### config.mk
export PLATFORM = sky130hd
export DESIGN_NAME = burst_mem_arbiter_flat
export DESIGN_NICKNAME = d
export VERILOG_FILES = /design/src/rtl/burst_mem_arbiter_if.sv /design/src/rtl/burst_mem_arbiter.sv /design/src/flat_wrapper.sv
export SDC_FILE = /design/constraint.sdc
export NUM_CORES = 1
export LEC_CHECK = 0
export CORE_UTILIZATION = 44
export DETAILED_ROUTE_END_ITERATION = 6
export PLACE_DENSITY = 0.89
export SYNTH_ARGS = -nofsm -noshare
export SYNTH_HDL_FRONTEND = slang
export SYNTH_SLANG_ARGS = --single-unit
### constraint.sdc
create_clock -name clk -period 5.9 [get_ports clk]
set_input_delay 1.18 -clock clk [delete_from_list [all_inputs] [get_ports clk]]
set_output_delay 1.18 -clock clk [all_outputs]
set_load 0.02 [all_outputs]
### src/rtl/burst_mem_arbiter_if.sv
// ---------------------------------------------------------------------------
// burst_mem_arbiter_if
//
// Purpose:
//   Bundles every signal between the burst arbiter, its two requesters and
//   the burst memory, so the arbiter has a single bus port.
//
// Signal summary:
//   Requester N (N = 0,1):
//     reqN        level burst request
//     weN         1 = write burst, 0 = read burst (sampled at grant)
//     addrN       burst base address (sampled at grant)
//     lenN        beat count (sampled at grant, 0 -> 1, clamped to BURST_LEN)
//     wdataN      write data, must be valid while wdata_rdyN is high
//     gntN        requester owns the memory
//     wdata_rdyN  write beat issued this cycle
//     rvalidN     rdata belongs to this requester this cycle
//     doneN       one-cycle burst-complete pulse
//   Shared:
//     rdata       read data bus (0 when nothing is valid)
//   Memory side:
//     mem_addr, mem_wren, mem_rden, mem_burst_en, mem_wr_data  to memory
//     mem_rd_data                                              from memory
//
// Modports:
//   slave  - the arbiter
//   master - the environment (requesters plus memory)
// ---------------------------------------------------------------------------
interface burst_mem_arbiter_if #(
    parameter int ADDR_WIDTH = 16,
    parameter int DATA_WIDTH = 8,
    parameter int BURST_LEN  = 8
);
    localparam int LEN_WIDTH = $clog2(BURST_LEN) + 1;

    logic                  req0;
    logic                  req1;
    logic                  we0;
    logic                  we1;
    logic [ADDR_WIDTH-1:0] addr0;
    logic [ADDR_WIDTH-1:0] addr1;
    logic [LEN_WIDTH-1:0]  len0;
    logic [LEN_WIDTH-1:0]  len1;
    logic [DATA_WIDTH-1:0] wdata0;
    logic [DATA_WIDTH-1:0] wdata1;

    logic                  gnt0;
    logic                  gnt1;
    logic                  wdata_rdy0;
    logic                  wdata_rdy1;
    logic                  rvalid0;
    logic                  rvalid1;
    logic [DATA_WIDTH-1:0] rdata;
    logic                  done0;
    logic                  done1;

    logic [ADDR_WIDTH-1:0] mem_addr;
    logic                  mem_wren;
    logic                  mem_rden;
    logic                  mem_burst_en;
    logic [DATA_WIDTH-1:0] mem_wr_data;
    logic [DATA_WIDTH-1:0] mem_rd_data;

    modport slave (
        input  req0, req1, we0, we1, addr0, addr1, len0, len1, wdata0, wdata1,
        input  mem_rd_data,
        output gnt0, gnt1, wdata_rdy0, wdata_rdy1, rvalid0, rvalid1, rdata,
        output done0, done1,
        output mem_addr, mem_wren, mem_rden, mem_burst_en, mem_wr_data
    );

    modport master (
        output req0, req1, we0, we1, addr0, addr1, len0, len1, wdata0, wdata1,
        output mem_rd_data,
        input  gnt0, gnt1, wdata_rdy0, wdata_rdy1, rvalid0, rvalid1, rdata,
        input  done0, done1,
        input  mem_addr, mem_wren, mem_rden, mem_burst_en, mem_wr_data
    );
endinterface

### src/rtl/burst_mem_arbiter.sv
// ---------------------------------------------------------------------------
// burst_mem_arbiter
//
// Purpose:
//   Two-requester round-robin arbiter and burst sequencer in front of a burst
//   memory. A winning requester's whole burst (base, length, direction) is
//   latched at grant and then played onto the memory one beat per cycle.
//   Read data coming back from the memory is routed to the burst owner, and
//   every burst ends with a one-cycle done pulse to its owner.
//
// Ports:
//   clk   - clock, all logic on posedge
//   rstn  - asynchronous active-low reset
//   bus   - burst_mem_arbiter_if.slave, requester and memory signals
//
// Parameters:
//   ADDR_WIDTH - memory address width
//   DATA_WIDTH - data width
//   BURST_LEN  - maximum beats per burst
//   RD_LAT     - memory read latency in cycles (1..4)
// ---------------------------------------------------------------------------
module burst_mem_arbiter #(
    parameter int ADDR_WIDTH = 16,
    parameter int DATA_WIDTH = 8,
    parameter int BURST_LEN  = 8,
    parameter int RD_LAT     = 1
) (
    input  logic                clk,
    input  logic                rstn,
    burst_mem_arbiter_if.slave  bus
);
    localparam int LEN_WIDTH = $clog2(BURST_LEN) + 1;

    typedef enum logic [1:0] {
        IDLE,
        XFER,
        DRAIN
    } state_t;

    state_t                r_state;
    state_t                w_nextState;

    logic                  r_last;
    logic                  r_owner;
    logic                  r_we;
    logic [ADDR_WIDTH-1:0] r_base;
    logic [LEN_WIDTH-1:0]  r_len;
    logic [LEN_WIDTH-1:0]  r_beat;
    logic [RD_LAT-1:0]     r_rdPipe;
    logic                  r_done0;
    logic                  r_done1;

    logic                  w_grant;
    logic                  w_winner;
    logic                  w_finish;
    logic                  w_beatRd;
    logic                  w_lastBeat;
    logic                  w_rvalid;
    logic [LEN_WIDTH-1:0]  w_reqLen;
    logic [LEN_WIDTH-1:0]  w_effLen;
    logic [RD_LAT-1:0]     w_pipeOlder;

    // Pick the winner among the current requests. With both requesting,
    // the one that did not win last time gets the memory; a lone request
    // wins regardless of the pointer. The winner's length is normalised
    // here: 0 means one beat, and anything beyond BURST_LEN is clamped.
    always_comb begin
        w_winner = 1'b0;
        if (bus.req0 && bus.req1) begin
            w_winner = ~r_last;
        end else begin
            w_winner = bus.req1;
        end

        w_reqLen = w_winner ? bus.len1 : bus.len0;

        if (w_reqLen == '0) begin
            w_effLen = LEN_WIDTH'(1);
        end else if (w_reqLen > LEN_WIDTH'(BURST_LEN)) begin
            w_effLen = LEN_WIDTH'(BURST_LEN);
        end else begin
            w_effLen = w_reqLen;
        end
    end

    // The beat counter reaches r_len-1 on the final beat of the burst.
    assign w_lastBeat = (r_beat == (r_len - LEN_WIDTH'(1)));

    // Every read-pipe stage except the oldest one; when that is empty and
    // the oldest stage is valid, the final read data is on rdata now.
    always_comb begin
        w_pipeOlder             = r_rdPipe;
        w_pipeOlder[RD_LAT-1]   = 1'b0;
    end

    // State register.
    always_ff @(posedge clk or negedge rstn) begin
        if (!rstn) begin
            r_state <= IDLE;
        end else begin
            r_state <= w_nextState;
        end
    end

    // Next-state logic and all memory/handshake outputs. Everything is
    // decoded from registered state, so an asynchronous reset forces all of
    // these to zero immediately. Memory controls are only ever non-zero in
    // XFER; in DRAIN the owner keeps its grant while read data trickles back.
    always_comb begin
        w_nextState      = r_state;
        w_grant          = 1'b0;
        w_finish         = 1'b0;
        w_beatRd         = 1'b0;
        bus.gnt0         = 1'b0;
        bus.gnt1         = 1'b0;
        bus.wdata_rdy0   = 1'b0;
        bus.wdata_rdy1   = 1'b0;
        bus.mem_addr     = '0;
        bus.mem_wren     = 1'b0;
        bus.mem_rden     = 1'b0;
        bus.mem_burst_en = 1'b0;
        bus.mem_wr_data  = '0;

        case (r_state)
            IDLE: begin
                if (bus.req0 || bus.req1) begin
                    w_grant     = 1'b1;
                    w_nextState = XFER;
                end
            end

            XFER: begin
                bus.gnt0         = ~r_owner;
                bus.gnt1         = r_owner;
                bus.mem_addr     = r_base + ADDR_WIDTH'(r_beat);
                bus.mem_burst_en = (r_beat != '0);
                if (r_we) begin
                    bus.mem_wren    = 1'b1;
                    bus.wdata_rdy0  = ~r_owner;
                    bus.wdata_rdy1  = r_owner;
                    bus.mem_wr_data = r_owner ? bus.wdata1 : bus.wdata0;
                end else begin
                    bus.mem_rden = 1'b1;
                    w_beatRd     = 1'b1;
                end
                if (w_lastBeat) begin
                    if (r_we) begin
                        w_nextState = IDLE;
                        w_finish    = 1'b1;
                    end else begin
                        w_nextState = DRAIN;
                    end
                end
            end

            DRAIN: begin
                bus.gnt0 = ~r_owner;
                bus.gnt1 = r_owner;
                if (r_rdPipe[RD_LAT-1] && (w_pipeOlder == '0)) begin
                    w_nextState = IDLE;
                    w_finish    = 1'b1;
                end
            end

            default: begin
                w_nextState = IDLE;
            end
        endcase
    end

    // Burst capture at grant time. The round-robin pointer remembers the
    // last winner; it resets to requester 1 so requester 0 wins the first
    // tie after reset.
    always_ff @(posedge clk or negedge rstn) begin
        if (!rstn) begin
            r_last  <= 1'b1;
            r_owner <= 1'b0;
            r_we    <= 1'b0;
            r_base  <= '0;
            r_len   <= '0;
        end else if (w_grant) begin
            r_last  <= w_winner;
            r_owner <= w_winner;
            r_we    <= w_winner ? bus.we1 : bus.we0;
            r_base  <= w_winner ? bus.addr1 : bus.addr0;
            r_len   <= w_effLen;
        end
    end

    // Beat index within the current burst; restarts at every grant.
    always_ff @(posedge clk or negedge rstn) begin
        if (!rstn) begin
            r_beat <= '0;
        end else if (w_grant) begin
            r_beat <= '0;
        end else if (r_state == XFER) begin
            r_beat <= r_beat + LEN_WIDTH'(1);
        end
    end

    // Read-return valid pipeline: a read beat issued in cycle t shows up at
    // the top stage in cycle t+RD_LAT, matching the memory's read latency.
    always_ff @(posedge clk or negedge rstn) begin
        if (!rstn) begin
            r_rdPipe <= '0;
        end else begin
            r_rdPipe <= (r_rdPipe << 1) | RD_LAT'(w_beatRd);
        end
    end

    // Done pulses are registered so they land in the first cycle after the
    // burst has left XFER (write) or DRAIN (read), the same cycle gnt falls.
    always_ff @(posedge clk or negedge rstn) begin
        if (!rstn) begin
            r_done0 <= 1'b0;
            r_done1 <= 1'b0;
        end else begin
            r_done0 <= w_finish & ~r_owner;
            r_done1 <= w_finish & r_owner;
        end
    end

    assign w_rvalid    = r_rdPipe[RD_LAT-1];
    assign bus.rvalid0 = w_rvalid & ~r_owner;
    assign bus.rvalid1 = w_rvalid & r_owner;
    assign bus.rdata   = w_rvalid ? bus.mem_rd_data : '0;
    assign bus.done0   = r_done0;
    assign bus.done1   = r_done1;

endmodule
### src/flat_wrapper.sv
// flat-port wrapper written by rule: the top's interface ports become plain ports
module burst_mem_arbiter_flat 
#(
    parameter int ADDR_WIDTH = 16,
    parameter int DATA_WIDTH = 8,
    parameter int BURST_LEN  = 8,
    parameter int RD_LAT     = 1
)
  (clk, rstn, bus_req0, bus_req1, bus_we0, bus_we1, bus_addr0, bus_addr1, bus_len0, bus_len1, bus_wdata0, bus_wdata1, bus_mem_rd_data, bus_gnt0, bus_gnt1, bus_wdata_rdy0, bus_wdata_rdy1, bus_rvalid0, bus_rvalid1, bus_rdata, bus_done0, bus_done1, bus_mem_addr, bus_mem_wren, bus_mem_rden, bus_mem_burst_en, bus_mem_wr_data);
  burst_mem_arbiter_if #(.ADDR_WIDTH(ADDR_WIDTH), .DATA_WIDTH(DATA_WIDTH), .BURST_LEN(BURST_LEN)) bus_i ();
  input  logic clk;
  input  logic rstn;
  input wire logic [$bits(bus_i.req0)-1:0] bus_req0;
  input wire logic [$bits(bus_i.req1)-1:0] bus_req1;
  input wire logic [$bits(bus_i.we0)-1:0] bus_we0;
  input wire logic [$bits(bus_i.we1)-1:0] bus_we1;
  input wire logic [$bits(bus_i.addr0)-1:0] bus_addr0;
  input wire logic [$bits(bus_i.addr1)-1:0] bus_addr1;
  input wire logic [$bits(bus_i.len0)-1:0] bus_len0;
  input wire logic [$bits(bus_i.len1)-1:0] bus_len1;
  input wire logic [$bits(bus_i.wdata0)-1:0] bus_wdata0;
  input wire logic [$bits(bus_i.wdata1)-1:0] bus_wdata1;
  input wire logic [$bits(bus_i.mem_rd_data)-1:0] bus_mem_rd_data;
  output wire logic [$bits(bus_i.gnt0)-1:0] bus_gnt0;
  output wire logic [$bits(bus_i.gnt1)-1:0] bus_gnt1;
  output wire logic [$bits(bus_i.wdata_rdy0)-1:0] bus_wdata_rdy0;
  output wire logic [$bits(bus_i.wdata_rdy1)-1:0] bus_wdata_rdy1;
  output wire logic [$bits(bus_i.rvalid0)-1:0] bus_rvalid0;
  output wire logic [$bits(bus_i.rvalid1)-1:0] bus_rvalid1;
  output wire logic [$bits(bus_i.rdata)-1:0] bus_rdata;
  output wire logic [$bits(bus_i.done0)-1:0] bus_done0;
  output wire logic [$bits(bus_i.done1)-1:0] bus_done1;
  output wire logic [$bits(bus_i.mem_addr)-1:0] bus_mem_addr;
  output wire logic [$bits(bus_i.mem_wren)-1:0] bus_mem_wren;
  output wire logic [$bits(bus_i.mem_rden)-1:0] bus_mem_rden;
  output wire logic [$bits(bus_i.mem_burst_en)-1:0] bus_mem_burst_en;
  output wire logic [$bits(bus_i.mem_wr_data)-1:0] bus_mem_wr_data;
  assign bus_i.req0 = bus_req0;
  assign bus_i.req1 = bus_req1;
  assign bus_i.we0 = bus_we0;
  assign bus_i.we1 = bus_we1;
  assign bus_i.addr0 = bus_addr0;
  assign bus_i.addr1 = bus_addr1;
  assign bus_i.len0 = bus_len0;
  assign bus_i.len1 = bus_len1;
  assign bus_i.wdata0 = bus_wdata0;
  assign bus_i.wdata1 = bus_wdata1;
  assign bus_i.mem_rd_data = bus_mem_rd_data;
  assign bus_gnt0 = bus_i.gnt0;
  assign bus_gnt1 = bus_i.gnt1;
  assign bus_wdata_rdy0 = bus_i.wdata_rdy0;
  assign bus_wdata_rdy1 = bus_i.wdata_rdy1;
  assign bus_rvalid0 = bus_i.rvalid0;
  assign bus_rvalid1 = bus_i.rvalid1;
  assign bus_rdata = bus_i.rdata;
  assign bus_done0 = bus_i.done0;
  assign bus_done1 = bus_i.done1;
  assign bus_mem_addr = bus_i.mem_addr;
  assign bus_mem_wren = bus_i.mem_wren;
  assign bus_mem_rden = bus_i.mem_rden;
  assign bus_mem_burst_en = bus_i.mem_burst_en;
  assign bus_mem_wr_data = bus_i.mem_wr_data;
  burst_mem_arbiter #(.ADDR_WIDTH(ADDR_WIDTH), .DATA_WIDTH(DATA_WIDTH), .BURST_LEN(BURST_LEN), .RD_LAT(RD_LAT)) u_core (.clk(clk), .rstn(rstn), .bus(bus_i));
endmodule
Word level (Yosys, flattened, before mapping)
Cells that the tools add are included.
Widths: inputs -> output; s select.

operators by class
  add/subtract/negate cells = 3
  order comparisons = 1
  equality and inequality tests = 6
  mux-type cells = 34
  bitwise gates (word level) = 6
  reductions and logical operators = 8

operators with widths
  kind                 count
  $mux 16              2
  $mux 8               4
  $mux 4               5
  $mux 1               17
  $add 16x4->16        1
  $mux 2               4
  $ne 2x1->1 const B   3
  $pmux 2 s3           1
  $add 4x1->4 const B  1
  $and 1x1->1          4
  $eq 4x4->1           1
  $gt 4x4->1 const B   1
  $logic_not 4->1      1
  $reduce_bool 4->1    1
  $sub 4x1->4 const B  1
  $reduce_and 3->1     1
  $eq 2x1->1 const B   1
  $eq 2x2->1 const B   1
  $logic_not 2->1      1
  $not 1->1            2
  $pmux 1 s2           1
  $reduce_bool 2->1    1
  $reduce_or 2->1      1
  $logic_and 1x1->1    1
  $logic_or 1x1->1     1

storage, ports and cells
  register bits after elaboration = 32
  bits of input ports = 70
  output and inout bits = 43
  word-level logic and storage cells = 68

Logic depth before layout (Yosys ltp)
Gate-level depths: netlist of the first run.

  depth in word-level cells = 6
  mapped depth = 7
  mapped depth without buffers = 6

Worst setup path before layout of the first run
Ideal clock, no wire load.

  path type = reg2out
  from = reg u_core.r_beat[0]
  to = out bus_mem_addr[10]
  arrival = 2109 ps
  required time = 4720 ps
  setup slack = 2611 ps
  stages on the path, launching flop included = 8
  buffers on the path = 1
  path through = dfrtp_1 > ha_1 > fa_1 > a21o_1 > a21oi_1 > clkbuf_1 > o21ai_0 > a21oi_1

on the way
  longest elaborated chain between the ends = 2

ends and longest elaborated chain
  what                    line                      RTL
  start, declared         burst_mem_arbiter.sv:48   logic [LEN_WIDTH-1:0] r_beat;
  start signal, assigned  burst_mem_arbiter.sv:197  r_beat <= r_beat + LEN_WIDTH'(1);
  $add 16x4->16           burst_mem_arbiter.sv:135  bus.mem_addr = r_base + ADDR_WIDTH'(r_beat);
  $mux 16                 burst_mem_arbiter.sv:124  case (r_state)
  end, declared           flat_wrapper.sv:33        output wire logic [$bits(bus_i.mem_addr)-1:0] bus_mem_addr;

Every way passes these cells.

Worst setup path in the final report of the first run
  from = reg u_core.r_beat[0]
  to = out bus_mem_addr[12]

Same word-level chain as after synthesis.

==> results.yml, run 1 <==
placement:
  placedInstanceArea_sq_um: 3490
  gp_congestion: 0.852
  place_hpwl_mm: 5.10
  dp_slack_ps: 1780
  dp.cells: 431
  portBuffers: 112
grt:
  grt.overflow.total: 0
  grt_usage: 0.244
  antenna_found_initial: 0
  grt_max_degree: 37
  grt_pass1_wl_mm: 10.1
  grt_pass1_vias: 2246
timing:
  hold_viol: 0
  finalCriticalPeriod_ps: 4460
  rsz0062_at_grt: "no"
  min_period_over_period: 0.757
  setup_slack_ps: 1440
  clock.fmax_mhz: 224
  totalNegativeSetupSlack_ps: 0
  slew_headroom: 0.475
  tightest_slew_ps: 787
  finalClockSkew_ps: 3.91
  setup_viol: 0
  timing.final.max_slew_violations: 0
critical_path:
  reg2reg_slack_ps: 3520
  reg2reg_from: "u_core.r_state[1]$_DFFE_PN0P_"
  r2r.worst_path.cells: 6
  worstPathArrival_ps: 3280
  required_ps: 4720
  slowest_delay_ps: 640
  crit_chain: "ha_1, fa_1, a21o_1, a21oi_1, o21ai_0, a21oi_1, clkdlybuf4s50_1"
  crit_top_cell: "a21oi_1"
  critical_path_class: "reg2out"
  crit_path_start: "u_core.r_beat[0]$_DFFE_PN0P_"
  cp_slowest_cell: "clkdlybuf4s50_1"
  reg2reg_to: "u_core.r_state[1]$_DFFE_PN0P_"
  worstSetupEndpointType: "output port"
  crit_end: "bus_mem_addr[12]"
  worstPathMaxFanout: 11
  start_kind: "flop"
clock_network:
  clk_latency_ps: 290
  h-tree-depth: 2
  clk_path_buf_depth: 2
  root_buffer: "clkbuf_8"
  cts_setup_buffers: 0
  hold_buffers: 0
  cts_buffers: 5
  cts_sinks: 32
  ctsResizeCount: 0
  cts_tree: "built"
  path_clk_slew_ps: 60
power_and_ir_drop:
  p_switching_w: 0.000774
  combPwrFrac: 0.630
  clkPwrFrac: 0.105
  seqPwrFrac: 0.265
  power_w: 0.00168
  switching_share: 0.461
  p_int_w: 0.000906
  vdd_drop_max_v: 0.000218
  leakagePower_nw: 1.50
  powerDensity_nw_per_um2: 469
finish:
  finalNonFillerCells: 439
  antenna_cells: 0
  drive_gt1_frac: 0.0538
  final_cell_area_sq_um: 3580
  multi_input_area_sq_um: 1420
  fillers: 382
  area_delta_synth_final_pct: 55.0
  nets: 452
  regArea_sq_um: 802
die:
  coreArea_sq_um: 4880
  start_util: 0.473
  die_area_sq_um: 5540
  die_h_microns: 74.4
  die_w_microns: 74.4
  num_io_pins: 113
  rows: 25
synthesis:
  synth_fp_nets: 344
  synth_cell_types: 49
  synthAdderAreaFrac: 0.0629
  async_reset_ff_frac: 1.00
  synth_edf_count: 0
  syn-mean-instance-area_sq_um: 8.78
  netlist.top_cell.by_area: "dfrtp_1"
  ys.flop_type: "dfrtp_1"
  synth_mux_area_frac: 0.126
  ys_seq_area_frac: 0.347
  synth_top_family_by_area: "simple AND/OR/NAND/NOR gates"
  synth_compound_area_frac: 0.172
  yosys-top-cells-area: "dfrtp_1 34%, mux2i_1 13%, o21ai_0 5.9%"
  synth_commonest_cells: "31 x dfrtp_1, 29 x mux2i_1, 27 x o21ai_0"
  yosysTopAreaCellShare: 0.336
  yosys.area_share.simple: 0.205
  ys_ff_latch: 32
  synth-xor-area-share: 0.0439
  synthCells: 263
  syn-cell-area_sq_um: 2310
  ys_warn_count: 0
  post-synth-top-count-cell: "dfrtp_1"
drt:
  routed_wl_mm: 6.63
  wl_per_cell_microns: 15.1
  post-route-drc-count: 0
  dr.pass1.iters: 4
  detail_route.vias_per_cell: 5.38
  ant_nets: 0
  vias: 2364
  drtIter0Drc: 140
hold_path:
  hold_path_class: "reg2reg"
run:
  drv_cap: 0
outcome:
  run_status: "complete, no violations"
==> routing by layer <==
metal	GRT usage	vias to the layer above	share of wire
li1	-	1151	-
met1	0.263	1084	0.38
met3	0.0691	17	0.086
met2	0.440	112	0.51
met5	0	-	0
met4	0.111	0	0.025
==> cell families after synthesis <==
family          after synthesis
compound gates               67
fa+ha+maj                    11
simple gates                 89
buf+inv                      25
mux                          29
flops                        32
xor+xnor                     10
==> through the flow <==
stage,util,hold slack [ps]
after floorplan,-,454
after global placement,0.714,470
after detailed placement,0.714,484
after CTS,0.733,499
after global routing,0.733,532
final,0.733,495
==> registers in the layout, indices dropped and copies added (netlist names), 2 cells and up <==
name,count
u_core.r_len,4
u_core.r_beat,4
u_core.r_base,16
u_core.r_state,2
==> worst max-delay path: cells and delay by family (launching register included) <==
family                   cells  cell delay (ps)
buffers and inverters        1              640
adder cells (fa/ha/maj)      2              690
flip-flops                   1              450
AO/OA/AOI/OAI                4             1210
==> layout make-up <==
| class | instances | share of cell area |
|---|---|---|
| Clock buffer | 6 | 0.0231 |
| Clock inverter | 2 | 0.00280 |
| Tap cell | 67 | 0.0234 |
| Timing Repair Buffer | 115 | 0.320 |
| Sequential cell | 32 | 0.224 |
| Multi-Input combinational cell | 206 | 0.395 |
| Inverter | 11 | 0.0115 |
==> cells in the final DEF, fill, tap and decap left out, types with 3 or more instances in the layout <==
| cell | Yosys | routed |
|---|---|---|
| a21o_1 | 3 | 3 |
| a21oi_1 | 17 | 17 |
| and2_1 | 12 | 12 |
| buf_4 | 0 | 3 |
| clkbuf_8 | 0 | 6 |
| clkdlybuf4s50_1 | 0 | 112 |
| dfrtp_1 | 31 | 31 |
| ha_1 | 10 | 10 |
| inv_1 | 10 | 10 |
| mux2i_1 | 29 | 29 |
| nand2_1 | 26 | 26 |
| nand4_1 | 3 | 3 |
| nor2_1 | 20 | 20 |
| nor2b_1 | 6 | 6 |
| o21ai_0 | 27 | 27 |
| or3_1 | 7 | 7 |
| xnor2_1 | 4 | 4 |
| xor2_1 | 5 | 5 |
==> how the worst min path moves through the flow <==
| stage | slack, ps | end | depth (start not counted) | start |
|---|---|---|---|---|
| 2_1_floorplan | 450 | u_core.r_base[0]$_DFFE_PN0P_ | 2 | u_core.r_base[0]$_DFFE_PN0P_ |
| 3_3_place_gp | 470 | u_core.r_base[0]$_DFFE_PN0P_ | 2 | u_core.r_base[0]$_DFFE_PN0P_ |
| 3_5_place_dp | 480 | u_core.r_base[3]$_DFFE_PN0P_ | 2 | u_core.r_base[3]$_DFFE_PN0P_ |
| 4_1_cts | 500 | u_core.r_base[3]$_DFFE_PN0P_ | 2 | u_core.r_base[3]$_DFFE_PN0P_ |
| 5_1_grt | 530 | u_core.r_base[3]$_DFFE_PN0P_ | 2 | u_core.r_base[3]$_DFFE_PN0P_ |
| 6_report | 490 | u_core.r_base[3]$_DFFE_PN0P_ | 2 | u_core.r_base[3]$_DFFE_PN0P_ |
==> power groups by stage <==
stage          Combinational, W  Sequential [W]  Clock [W]
2_1_floorplan          0.000679        0.000397          0
3_3_place_gp            0.00102        0.000437          0
3_5_place_dp            0.00106        0.000447          0
4_1_cts                 0.00106        0.000443   0.000178
5_1_grt                 0.00116        0.000464   0.000188
6_report                0.00106        0.000446   0.000176
Note: power is estimated with default switching activity, not from simulation.
==> inputs of run 2 (changes only) <==
--- a/config.mk
+++ b/config.mk
@@ -5,9 +5,9 @@
 export SDC_FILE = /design/constraint.sdc
 export NUM_CORES = 1
 export LEC_CHECK = 0
-export CORE_UTILIZATION = 44
+export CORE_UTILIZATION = 41
 export DETAILED_ROUTE_END_ITERATION = 6
-export PLACE_DENSITY = 0.89
+export PLACE_DENSITY = 0.84
 export SYNTH_ARGS = -nofsm -noshare
 export SYNTH_HDL_FRONTEND = slang
 export SYNTH_SLANG_ARGS = --single-unit
==> constraint.sdc (replaced) <==
create_clock -name clk -period 4.3 [get_ports clk]
set_input_delay 0.86 -clock clk [delete_from_list [all_inputs] [get_ports clk]]
set_output_delay 0.86 -clock clk [all_outputs]
set_load 0.02 [all_outputs]
==> results.yml, run 2 (synthesis results as in run 1) <==
clock_network:
  root_buffer: "clkbuf_8"
  cts_buffers: 5
  ctsResizeCount: 0
  cts_tree: "built"
  clk_path_buf_depth: 2
  h-tree-depth: 2
  cts_sinks: 32
  cts_setup_buffers: 0
  clk_latency_ps: 290
  hold_buffers: 0
  path_clk_slew_ps: 70
hold_path:
  worstHoldStart: "u_core.r_we$_DFFE_PN0P_"
  hold_path_class: "reg2reg"
finish:
  nets: 453
  antenna_cells: 0
  multi_input_area_sq_um: 1420
  drive_gt1_frac: 0.0563
  regMostFlops: "u_core.r_base"
  regArea_sq_um: 802
  reg.largest.list: "u_core.r_base: 16 flops, u_core.r_beat: 4 flops, u_core.r_len: 4 flops"
  largest_reg_flops: 16
  final_cell_area_sq_um: 3610
  layout_common_cells: "112 x clkdlybuf4s50_1, 31 x dfrtp_1, 29 x mux2i_1"
  area_delta_synth_final_pct: 56.3
  layout_commonest_cell: "clkdlybuf4s50_1"
  fillers: 451
  finish.utilization: 0.685
outcome:
  run_status: "complete, no violations"
grt:
  grt_max_degree: 37
  grt_pass1_wl_mm: 10.2
  grt.overflow.total: 0
  antenna_found_initial: 0
  grt_pass1_vias: 2182
  grt_usage: 0.220
timing:
  setup_viol: 0
  slew_headroom: 0.430
  finalClockSkew_ps: 5.26
  timing.final.max_slew_violations: 0
  finalCriticalPeriod_ps: 3920
  clock.fmax_mhz: 255
  hold_viol: 0
  tightest_slew_ps: 850
  rsz0062_at_grt: "no"
  totalNegativeSetupSlack_ps: 0
  min_period_over_period: 0.911
die:
  start_util: 0.438
  num_io_pins: 113
  rows: 26
  die_h_microns: 77.0
  coreArea_sq_um: 5270
  die_area_sq_um: 5930
  die_w_microns: 77.0
power_and_ir_drop:
  leakagePower_nw: 1.51
  powerDensity_nw_per_um2: 652
  vdd_drop_max_v: 0.000277
drt:
  vias: 2305
  drtIter0Drc: 117
  wl_per_cell_microns: 14.1
  routed_wl_mm: 6.25
  dr.pass1.iters: 4
  detail_route.vias_per_cell: 5.20
  post-route-drc-count: 0
  ant_nets: 0
run:
  drv_cap: 0
placement:
  portBuffers: 112
  place_hpwl_mm: 4.75
  gp_congestion: 0.866
  placedInstanceArea_sq_um: 3500
critical_path:
  start_kind: "flop"
  required_ps: 3440
  worstPathMaxFanout: 12
  reg2reg_from: "u_core.r_state[1]$_DFFE_PN0P_"
  critical_path_class: "reg2out"
  worstPathArrival_ps: 3060
  crit_path_start: "u_core.r_beat[1]$_DFFE_PN0P_"
  worstSetupEndpointType: "output port"
-- run 2: changes by cell type in the layout (fill, tap and decap cells not counted), sizes merged --
| cell | change |
|---|---|
| buf | +1 |
| bufinv | +1 |
| clkbuf | -1 |
| clkinv | -1 |
| clkinvlp | +1 |
-- run 2: layout make-up --
type,count,share of cell area
inverter,11,0.0114
sequential,32,0.222
multi-input combinational,206,0.392
clock buffer,5,0.0191
tap,70,0.0243
timing repair buffer,116,0.319
clock inverter,3,0.0118
-- run 2: worst paths after layout --
kind	endpoint	slack, ps	cells past startpoint
min in group asynchronous	u_core.r_base[12]$_DFFE_PN0P_	970	2
max in group asynchronous	u_core.r_last$_DFFE_PN1P_	2990	2
setup / recovery	bus_mem_addr[9]	380	6
setup reg to reg	u_core.r_state[1]$_DFFE_PN0P_	1930	6
hold / removal	u_core.r_rdPipe$_DFF_PN0_	500	1
hold reg to reg	u_core.r_rdPipe$_DFF_PN0_	500	1
-- run 2: critical path, cell delays in order, from the launching register on --
cell             delay (ps)
dfrtp_1                 470
ha_1                    350
a211o_1                 310
a21oi_1                 630
o21ai_0                 190
a21oi_1                 180
clkdlybuf4s50_1         640
-- run 2: per-layer routing --
| layer | vias to the layer above | GRT usage | part of all wire |
|---|---|---|---|
| met5 | - | 0 | 0 |
| met4 | 0 | 0.0849 | 0.020 |
| met3 | 11 | 0.0631 | 0.081 |
| met2 | 103 | 0.371 | 0.48 |
| met1 | 1044 | 0.263 | 0.42 |
| li1 | 1147 | - | - |
-- run 2: report_power, final --
group	total [W]	switching (W)	leakage [nW]	internal [W]
Clock	0.000288	0.000116	0.0541	0.000171
Combinational	0.00145	0.000771	1.05	0.000682
Sequential	0.000611	0.000175	0.401	0.000436
-- run 2: through the flow --
stage	hold slack, ps	total power, W	cells	worst slack [ps]
2_1_floorplan	454	0.00148	263	1330
3_3_place_gp	467	0.00202	435	860
3_5_place_dp	491	0.00206	435	810
4_1_cts	507	0.00237	443	482
5_1_grt	530	0.00254	443	210
6_report	501	0.00235	443	384
